[src/rtl/tf_stage_provider.sv]
// tf_stage_provider: streams the twiddle factors of one radix-2 DIF FFT stage.
// A per-run stage index selects the ROM address law rom_addr = (b mod (N>>(s+1))) << s.
// The external ROM has one cycle of read latency. Each returned word is optionally
// conjugated and pushed into a 2-entry FIFO. The FIFO drives a valid/ready stream
// that carries the butterfly index and a last flag.
module tf_stage_provider #(
    parameter int FLOAT_LEN   = 32,
    parameter int LOG2N       = 13,
    parameter int TF_ADDR_LEN = 12,
    parameter int STAGE_W     = 4
) (
    input  logic                   clk,
    input  logic                   rst,
    input  logic                   start,
    input  logic [STAGE_W-1:0]     stage,
    input  logic                   inverse,
    output logic                   busy,
    output logic                   err,
    output logic                   rom_en,
    output logic [TF_ADDR_LEN-1:0] rom_addr,
    input  logic [2*FLOAT_LEN-1:0] rom_data,
    output logic [2*FLOAT_LEN-1:0] tf_data,
    output logic [LOG2N-2:0]       tf_idx,
    output logic                   tf_last,
    output logic                   tf_valid,
    input  logic                   tf_ready
);
    localparam int WORD_W = 2 * FLOAT_LEN;
    localparam int IDX_W  = LOG2N - 1;
    localparam logic [IDX_W-1:0]       LAST_B    = {IDX_W{1'b1}};
    localparam logic [STAGE_W-1:0]     STAGE_LIM = STAGE_W'(LOG2N);
    localparam logic [IDX_W-1:0]       B_ONE     = {{(IDX_W-1){1'b0}}, 1'b1};
    localparam logic [TF_ADDR_LEN-1:0] J_ONE     = {{(TF_ADDR_LEN-1){1'b0}}, 1'b1};

    typedef enum logic [1:0] {
        ST_IDLE  = 2'd0,
        ST_RUN   = 2'd1,
        ST_DRAIN = 2'd2
    } state_t;

    // Conjugate {re,im} by flipping the sign bit of the imaginary half.
    function automatic logic [WORD_W-1:0] conj_word(input logic [WORD_W-1:0] w, input logic inv);
        logic [WORD_W-1:0] r;
        r = w;
        r[FLOAT_LEN-1] = w[FLOAT_LEN-1] ^ inv;
        return r;
    endfunction

    state_t                 state_r, state_s;
    logic                   inv_r;
    logic [STAGE_W-1:0]     stage_r;
    logic [TF_ADDR_LEN-1:0] jmax_r, j_r, rom_addr_r, j_inc_s;
    logic [IDX_W-1:0]       b_r;
    logic                   err_r;
    logic                   pend_r, pend_last_r;
    logic [IDX_W-1:0]       pend_idx_r;
    logic [WORD_W-1:0]      fifo_data_r [0:1];
    logic [IDX_W-1:0]       fifo_idx_r  [0:1];
    logic                   fifo_last_r [0:1];
    logic                   wr_ptr_r, rd_ptr_r;
    logic [1:0]             cnt_r, occ_s;
    logic                   start_ok_s, pop_s, rom_en_s;

    assign start_ok_s = start & (state_r == ST_IDLE) & (stage < STAGE_LIM);
    assign pop_s      = (cnt_r != 2'd0) & tf_ready;
    // Occupancy counts this cycle's pop, so a single read in flight plus one
    // queued word still lets a new read issue. This sustains one factor per cycle.
    assign occ_s      = cnt_r + {1'b0, pend_r} - {1'b0, pop_s};
    assign j_inc_s    = j_r + J_ONE;

    // Next-state and read-issue decision.
    always_comb begin
        state_s  = state_r;
        rom_en_s = 1'b0;
        case (state_r)
            ST_IDLE: begin
                if (start_ok_s) state_s = ST_RUN;
                else            state_s = ST_IDLE;
            end
            ST_RUN: begin
                if (occ_s < 2'd2) begin
                    rom_en_s = 1'b1;
                    if (b_r == LAST_B) state_s = ST_DRAIN;
                    else               state_s = ST_RUN;
                end else begin
                    state_s = ST_RUN;
                end
            end
            ST_DRAIN: begin
                if (pop_s & fifo_last_r[rd_ptr_r]) state_s = ST_IDLE;
                else                               state_s = ST_DRAIN;
            end
            default: state_s = ST_IDLE;
        endcase
    end

    // FSM state register.
    always_ff @(posedge clk or posedge rst) begin
        if (rst) state_r <= ST_IDLE;
        else     state_r <= state_s;
    end

    // Run parameters, address counters, the in-flight read tag, the FIFO and the error pulse.
    always_ff @(posedge clk or posedge rst) begin
        if (rst) begin
            inv_r       <= 1'b0;
            stage_r     <= {STAGE_W{1'b0}};
            jmax_r      <= {TF_ADDR_LEN{1'b0}};
            j_r         <= {TF_ADDR_LEN{1'b0}};
            rom_addr_r  <= {TF_ADDR_LEN{1'b0}};
            b_r         <= {IDX_W{1'b0}};
            err_r       <= 1'b0;
            pend_r      <= 1'b0;
            pend_idx_r  <= {IDX_W{1'b0}};
            pend_last_r <= 1'b0;
            wr_ptr_r    <= 1'b0;
            rd_ptr_r    <= 1'b0;
            cnt_r       <= 2'd0;
            for (int i = 0; i < 2; i++) begin
                fifo_data_r[i] <= {WORD_W{1'b0}};
                fifo_idx_r[i]  <= {IDX_W{1'b0}};
                fifo_last_r[i] <= 1'b0;
            end
        end else begin
            err_r <= start & ~start_ok_s;
            if (start_ok_s) begin
                inv_r      <= inverse;
                stage_r    <= stage;
                jmax_r     <= {TF_ADDR_LEN{1'b1}} >> stage;
                j_r        <= {TF_ADDR_LEN{1'b0}};
                rom_addr_r <= {TF_ADDR_LEN{1'b0}};
                b_r        <= {IDX_W{1'b0}};
            end else if (rom_en_s) begin
                b_r <= b_r + B_ONE;
                if (j_r == jmax_r) begin
                    j_r        <= {TF_ADDR_LEN{1'b0}};
                    rom_addr_r <= {TF_ADDR_LEN{1'b0}};
                end else begin
                    j_r        <= j_inc_s;
                    rom_addr_r <= j_inc_s << stage_r;
                end
            end
            pend_r      <= rom_en_s;
            pend_idx_r  <= b_r;
            pend_last_r <= (b_r == LAST_B);
            if (pend_r) begin
                fifo_data_r[wr_ptr_r] <= conj_word(rom_data, inv_r);
                fifo_idx_r[wr_ptr_r]  <= pend_idx_r;
                fifo_last_r[wr_ptr_r] <= pend_last_r;
                wr_ptr_r              <= ~wr_ptr_r;
            end
            if (pop_s) rd_ptr_r <= ~rd_ptr_r;
            cnt_r <= cnt_r + {1'b0, pend_r} - {1'b0, pop_s};
        end
    end

    assign busy     = (state_r != ST_IDLE);
    assign err      = err_r;
    assign rom_en   = rom_en_s;
    assign rom_addr = rom_addr_r;
    assign tf_valid = (cnt_r != 2'd0);
    assign tf_data  = fifo_data_r[rd_ptr_r];
    assign tf_idx   = fifo_idx_r[rd_ptr_r];
    assign tf_last  = fifo_last_r[rd_ptr_r];

endmodule

[config.mk]
export PLATFORM = sky130hd
export DESIGN_NAME = tf_stage_provider
export DESIGN_NICKNAME = d
export VERILOG_FILES = /design/src/rtl/tf_stage_provider.sv
export SDC_FILE = /design/constraint.sdc
export NUM_CORES = 1
export LEC_CHECK = 0
export CORE_MARGIN = 4
export CORE_UTILIZATION = 58
export DETAILED_ROUTE_END_ITERATION = 7
export GPL_TIMING_DRIVEN = 0
export HOLD_SLACK_MARGIN = 0.12
export PLACE_DENSITY = 0.95
export SKIP_LAST_GASP = 1
export SLEW_MARGIN = 10
export SYNTH_ARGS = -nofsm -noshare
export SYNTH_HDL_FRONTEND = slang
export SYNTH_SLANG_ARGS = --single-unit
export TNS_END_PERCENT = 10
[constraint.sdc]
create_clock -name clk -period 13.8 [get_ports clk]
set_clock_uncertainty 0.1 [all_clocks]
set_input_delay 2.76 -clock clk [delete_from_list [all_inputs] [get_ports clk]]
set_output_delay 2.76 -clock clk [all_outputs]
set_load 0.01 [all_outputs]
==> out/results.tsv, run 1 <==
metric	value	unit
wire length on met1	11200	um
Post-synth EDFFs	0	
Via density	6.03	
core area	0.0180	mm^2
global-route wire length before repair	45400	um
# nets final	1108	
H-Tree Depth	1	
final std cells w/o fill	1275	
crit path DAT	5320	ps
fmax	122	MHz
crit path from	tf_ready	
placed cell area	0.0125	mm^2
CTS clock-pin slew for the worst setup and hold paths	60	ps
final slew viol count	0	
syn_nets	917	
Rows	49	
ANT nets after route	0	
Worst Hold Class	register to register	
GRT Overall Usage	28.0	%
Die Ht	143	um
Routed WL per cell	22.5	um
IO buf count	163	
ys async rst share	100	%
Crit path required time	10940	ps
unrepaired setup endpoints after global routing	no	
Post-CTS Setup Bufs	0	
register area share after synthesis	54.0	%
critical-path cell list	clkdlybuf4s50_1, nand2_1, inv_1, ha_1, inv_1, ha_1, xor3_2, or3_1, buf_6, clkinv_4, clkdlybuf4s50_1	
met3 routed wirelength	1940	um
Final HPWL DP	19000	um
antenna violations before repair	0	
# clock sinks	228	
vias in the first global route	8354	
Post-synth top flop	dfrtp_1	
Max Cap Viol	0	
most frequent cells in the layout	mux2_2 (231), dfrtp_1 (228), clkdlybuf4s50_1 (163), nand2_1 (60), clkbuf_1 (43)	
pin count of the biggest net entering global routing	105	
highest routed layer	met4	
syn avg cell area	12.6	um^2
initial core utilization	58.8	%
period utilization	59.3	%
Max Root-Sink Buffers	3	
Worst slew margin	49.3	%
Clock Latency Late Sink	510	ps
Ys Warns	0	
slowest CP cell	clkdlybuf4s50_1	
fill cell count	1039	
Synth Instances	840	
reg2reg start	cnt_r[0]	
Clock Tree Root	clkbuf_16	
synthesis-to-layout area growth	25.8	%
status	finished clean	
min Tclk post-route	8180	ps
grt ovf	0	
Finished Cell Area	0.0133	mm^2
Synth Register Bits	228	
die area	0.0204	mm^2
post-cts resize count	0	
Tot Pwr	3.55	mW
Routability Congestion	0.916	
kind of critical path	primary input to output port	
DRT Pass-1 Iters	5	
CTS tree	yes	
Lkg Pwr	5.67	nW
Placed Cells	1234	
Post-CTS Hold Buffers	0	
Via Count	7688	
count of final setup violators	0	
Post-Route WL	28800	um
fin util	74.0	%
layout cell share with drive strength beyond 1	28.2	%
ant diodes	0	
setup_tns	0	ps
final number of hold-violating endpoints	0	
pwr/cell area	267	mW/mm^2
DR iter-0 viols	548	
Num CTS Buffers	24	
Synth cell types	70	
number of I/O pins	166	
VDD IR max	0.000198	V
CP Launch Type	primary input	
measured slew at the worst slew-check pin	761	ps
CP peak stage delay	560	ps
commonest non-fill, non-tap cell in the layout	mux2_2	
drt drc	0	
Die X	143	um
Worst setup EP type	output port	
worst hold start	b_r[9]	
Synth Cell Area	0.0106	mm^2
maximum fanout along the worst path	8	
met2 WL post-DR	14500	um
-- worst max-delay path: cells and delay by family --
family | cells | cell delay, ps
buffers and inverters | 6 | 1420
and+or+nand+nor | 2 | 430
adders and majority gates | 2 | 410
xor gates and xnor gates | 1 | 290
-- final cells by class --
| type | instances | area, um^2 | area share [%] |
|---|---|---|---|
| Multi-Input combinational cell | 541 | 4560 | 34.3 |
| Timing Repair Buffer | 165 | 1690 | 12.7 |
| Buffer | 59 | 249 | 1.87 |
| Inverter | 12 | 57.6 | 0.433 |
| Tap cell | 229 | 287 | 2.16 |
| Clock buffer | 32 | 672 | 5.06 |
| Clock inverter | 9 | 76.3 | 0.574 |
| Sequential cell | 228 | 5710 | 42.9 |
-- path summary, 6_finish.rpt --
kind                                        end  slack, ps  cells after the start
worst max-delay path                     rom_en       5620                     11
worst min-delay path              pend_idx_r[9]        320                      0
worst max register to register      rom_addr[8]      10340                     14
worst min register to register    pend_idx_r[9]        320                      0
max in group asynchronous       fifo_data_r[41]       9870                      4
min in group asynchronous       fifo_data_r[76]       2530                      2
-- through the flow --
| step | worst slack [ps] | hold slack, ps |
|---|---|---|
| 2_1_floorplan | 4690 | 275 |
| 3_3_place_gp | 2060 | 295 |
| 3_5_place_dp | 5710 | 298 |
| 4_1_cts | 5600 | 311 |
| 5_1_grt | 5510 | 331 |
| 6_report | 5620 | 317 |
-- state kept, by name, indices dropped and copies added (netlist names) --
register and cells:
j_r 12, rd_ptr_r 1, rom_addr 12, fifo_last_r 2, jmax_r 12, pend_idx_r 12, fifo_idx_r 24, inv_r 1
stage_r 4, wr_ptr_r 1, err 1, state_r 2, fifo_data_r 128, pend_r 1, pend_last_r 1, cnt_r 2
b_r 12
-- where the power goes --
part,leakage [nW],switching [mW],internal (mW)
registers,2.80,0.190,0.960
logic,2.50,0.844,0.932
clock network,0.371,0.264,0.360
total,5.67,1.30,2.25
-- cells in the mapped netlist (5+ instances only) --
| cell | number | area [um^2] |
|---|---|---|
| o31ai_1 | 5 | 37.5 |
| nand4_1 | 5 | 31.3 |
| mux2_2 | 231 | 2600 |
| xnor2_1 | 19 | 166 |
| a22o_1 | 7 | 61.3 |
| a31oi_1 | 8 | 50.1 |
| nand3_1 | 10 | 50.1 |
| nand2_1 | 60 | 225 |
| o21ai_0 | 22 | 110 |
| a21oi_1 | 14 | 70.1 |
| clkbuf_1 | 38 | 143 |
| dfrtp_1 | 228 | 5710 |
| inv_1 | 10 | 37.5 |
| buf_1 | 14 | 52.6 |
| nor3_1 | 14 | 70.1 |
| a21o_1 | 7 | 52.6 |
| xor2_1 | 10 | 87.6 |
| or3_1 | 5 | 31.3 |
| and3_1 | 6 | 37.5 |
| nor2b_1 | 6 | 37.5 |
| nor2_1 | 29 | 109 |
-- layer usage --
metal	up-vias	GRT usage (%)
li1	3408	-
met1	3869	35.0
met2	323	48.8
met3	88	4.42
met4	0	11.4
met5	-	0
-- logic make-up after synthesis --
| family | Yosys count | synth area share, % |
|---|---|---|
| fa+ha+maj | 4 | 0.474 |
| xor+xnor | 30 | 2.64 |
| flops | 228 | 54.0 |
| mux | 233 | 24.8 |
| simple gates | 163 | 7.68 |
| compound gates | 111 | 7.55 |
| buf+inv | 71 | 2.83 |
Power figures use the tool's default switching activity.
==> inputs of run 2 (changes only) <==
--- a/config.mk
+++ b/config.mk
@@ -6,11 +6,11 @@
 export NUM_CORES = 1
 export LEC_CHECK = 0
 export CORE_MARGIN = 4
-export CORE_UTILIZATION = 58
+export CORE_UTILIZATION = 54
 export DETAILED_ROUTE_END_ITERATION = 7
 export GPL_TIMING_DRIVEN = 0
 export HOLD_SLACK_MARGIN = 0.12
-export PLACE_DENSITY = 0.95
+export PLACE_DENSITY = 0.9
 export SKIP_LAST_GASP = 1
 export SLEW_MARGIN = 10
 export SYNTH_ARGS = -nofsm -noshare
==> constraint.sdc (replaced) <==
create_clock -name clk -period 7.81 [get_ports clk]
set_clock_uncertainty 0.1 [all_clocks]
set_input_delay 1.562 -clock clk [delete_from_list [all_inputs] [get_ports clk]]
set_output_delay 1.562 -clock clk [all_outputs]
set_load 0.01 [all_outputs]
==> out/results.tsv, run 2 (synthesis results as in run 1) <==
metric	value	unit
Clock power frac	17.9	%
min Tclk post-route	5860	ps
Num CTS Buffers	25	
Worst slew margin	49.6	%
Tot Pwr	6.24	mW
initial core utilization	55.7	%
Worst setup EP type	output port	
VDD IR max	0.000226	V
pin count of the biggest net entering global routing	41	
Via density	5.79	
crit path from	tf_ready	
top flop regs	fifo_data_r (128), fifo_idx_r (24)	
worst hold slack	316	ps
Post-Route WL	27200	um
grt ovf	0	
sequential power share	32.2	%
Clock Latency Late Sink	500	ps
number of I/O pins	166	
maximum fanout along the worst path	8	
Routability Congestion	0.901	
# clock sinks	228	
global-route wire length before repair	44000	um
Final HPWL DP	18600	um
Via Count	7573	
Lkg Pwr	5.70	nW
drt drc	0	
crit path DAT	4190	ps
vias in the first global route	7979	
Post-CTS Hold Buffers	0	
final slew viol count	0	
IO buf count	163	
antenna violations before repair	1	
commonest non-fill, non-tap cell in the layout	mux2_2	
unrepaired setup endpoints after global routing	no	
combinational power share	50.0	%
Rows	50	
GRT Overall Usage	25.0	%
Worst Hold Class	register to register	
CTS clock-pin slew for the worst setup and hold paths	60	ps
final number of hold-violating endpoints	0	
largest reg by FF count	fifo_data_r	
die area	0.0219	mm^2
Post-CTS Setup Bufs	0	
global route hottest layer	met2	
DR iter-0 viols	457	
ANT nets after route	0	
Clock Tree Root	clkbuf_16	
Net Switching	2.23	mW
period utilization	75.0	%
P_int	4.01	mW
reg2reg start	cnt_r[0]	
DRT Pass-1 Iters	5	
fill cell count	1223	
met3 Use GR	4.45	%
kind of critical path	primary input to output port	
post-cts resize count	0	
worst hold start	b_r[6]	
most frequent cells in the layout	mux2_2 (231), dfrtp_1 (228), clkdlybuf4s50_1 (163), nand2_1 (60), clkbuf_1 (43)	
status	finished clean	
fmax	171	MHz
# nets final	1113	
core area	0.0190	mm^2
CP Launch Type	primary input	
max reg flops	128	
pwr/cell area	465	mW/mm^2
layout cell share with drive strength beyond 1	28.3	%
Max Cap Viol	0	
synthesis-to-layout area growth	26.9	%
count of final setup violators	0	
Die X	148	um
setup_tns	0	ps
measured slew at the worst slew-check pin	756	ps
Max Root-Sink Buffers	3	
Crit path required time	6150	ps
met1 GRT Util	30.9	%
switch share	35.7	%
H-Tree Depth	1	
met2 Use GR	44.9	%
CTS tree	yes	
Die Ht	148	um
Routed WL per cell	20.8	um
==> run 2: final timing paths <==
path	to	slack (ps)	cells past startpoint
setup / recovery	rom_en	1950	11
hold / removal	pend_idx_r[6]	320	0
setup reg to reg	rom_addr[8]	4360	14
hold reg to reg	pend_idx_r[6]	320	0
max in group asynchronous	fifo_data_r[22]	5130	5
min in group asynchronous	fifo_idx_r[0]	1370	2
==> run 2: area by class of cell <==
class	instances	area [um^2]	share of cell area [%]
flip-flops and latches	228	5710	42.6
multi-input cells	541	4560	34.0
repair buffers	169	1750	13.1
clock buffers	32	672	5.01
well taps	260	325	2.43
plain buffers	59	249	1.86
clock inverters	7	88.8	0.663
inverters	12	53.8	0.401
diodes	1	2.50	0.0187
==> run 2: through the flow <==
step                util, %  std cells  cell area, um^2  setup WS (ps)
finish                 70.7       1309            13400           1950
global route           70.7       1309            13400           1870
detailed placement     66.7       1269            12600           2070
global placement       66.1       1263            12500           1610
floorplan                 -        840            10600           3170
CTS                    70.7       1308            13400           1960
==> run 2: critical path: stages <==
cell             delay [ps]
clkdlybuf4s50_1         490
nand2_1                 100
inv_1                   110
ha_1                    250
inv_1                    80
ha_1                    170
xor3_2                  290
or3_1                   350
buf_6                   160
clkinv_4                 90
clkdlybuf4s50_1         540
==> run 2: routing by layer <==
layer / part of all wire, % / routed length [um] / up-vias
met5: 0 / 0 / -
met1: 39 / 10700 / 3788
met3: 6.6 / 1790 / 58
met2: 51 / 13900 / 306
li1: - / - / 3421
met4: 3.1 / 851 / 0
==> run 2: power groups by stage <==
stage	Sequential [mW]	Combinational, mW	Clock, mW
finish	2.01	3.12	1.11
global route	2.06	3.35	1.18
CTS	2.00	3.13	1.13
global placement	1.96	2.98	0
detailed placement	2.00	3.07	0
floorplan	1.91	1.94	0
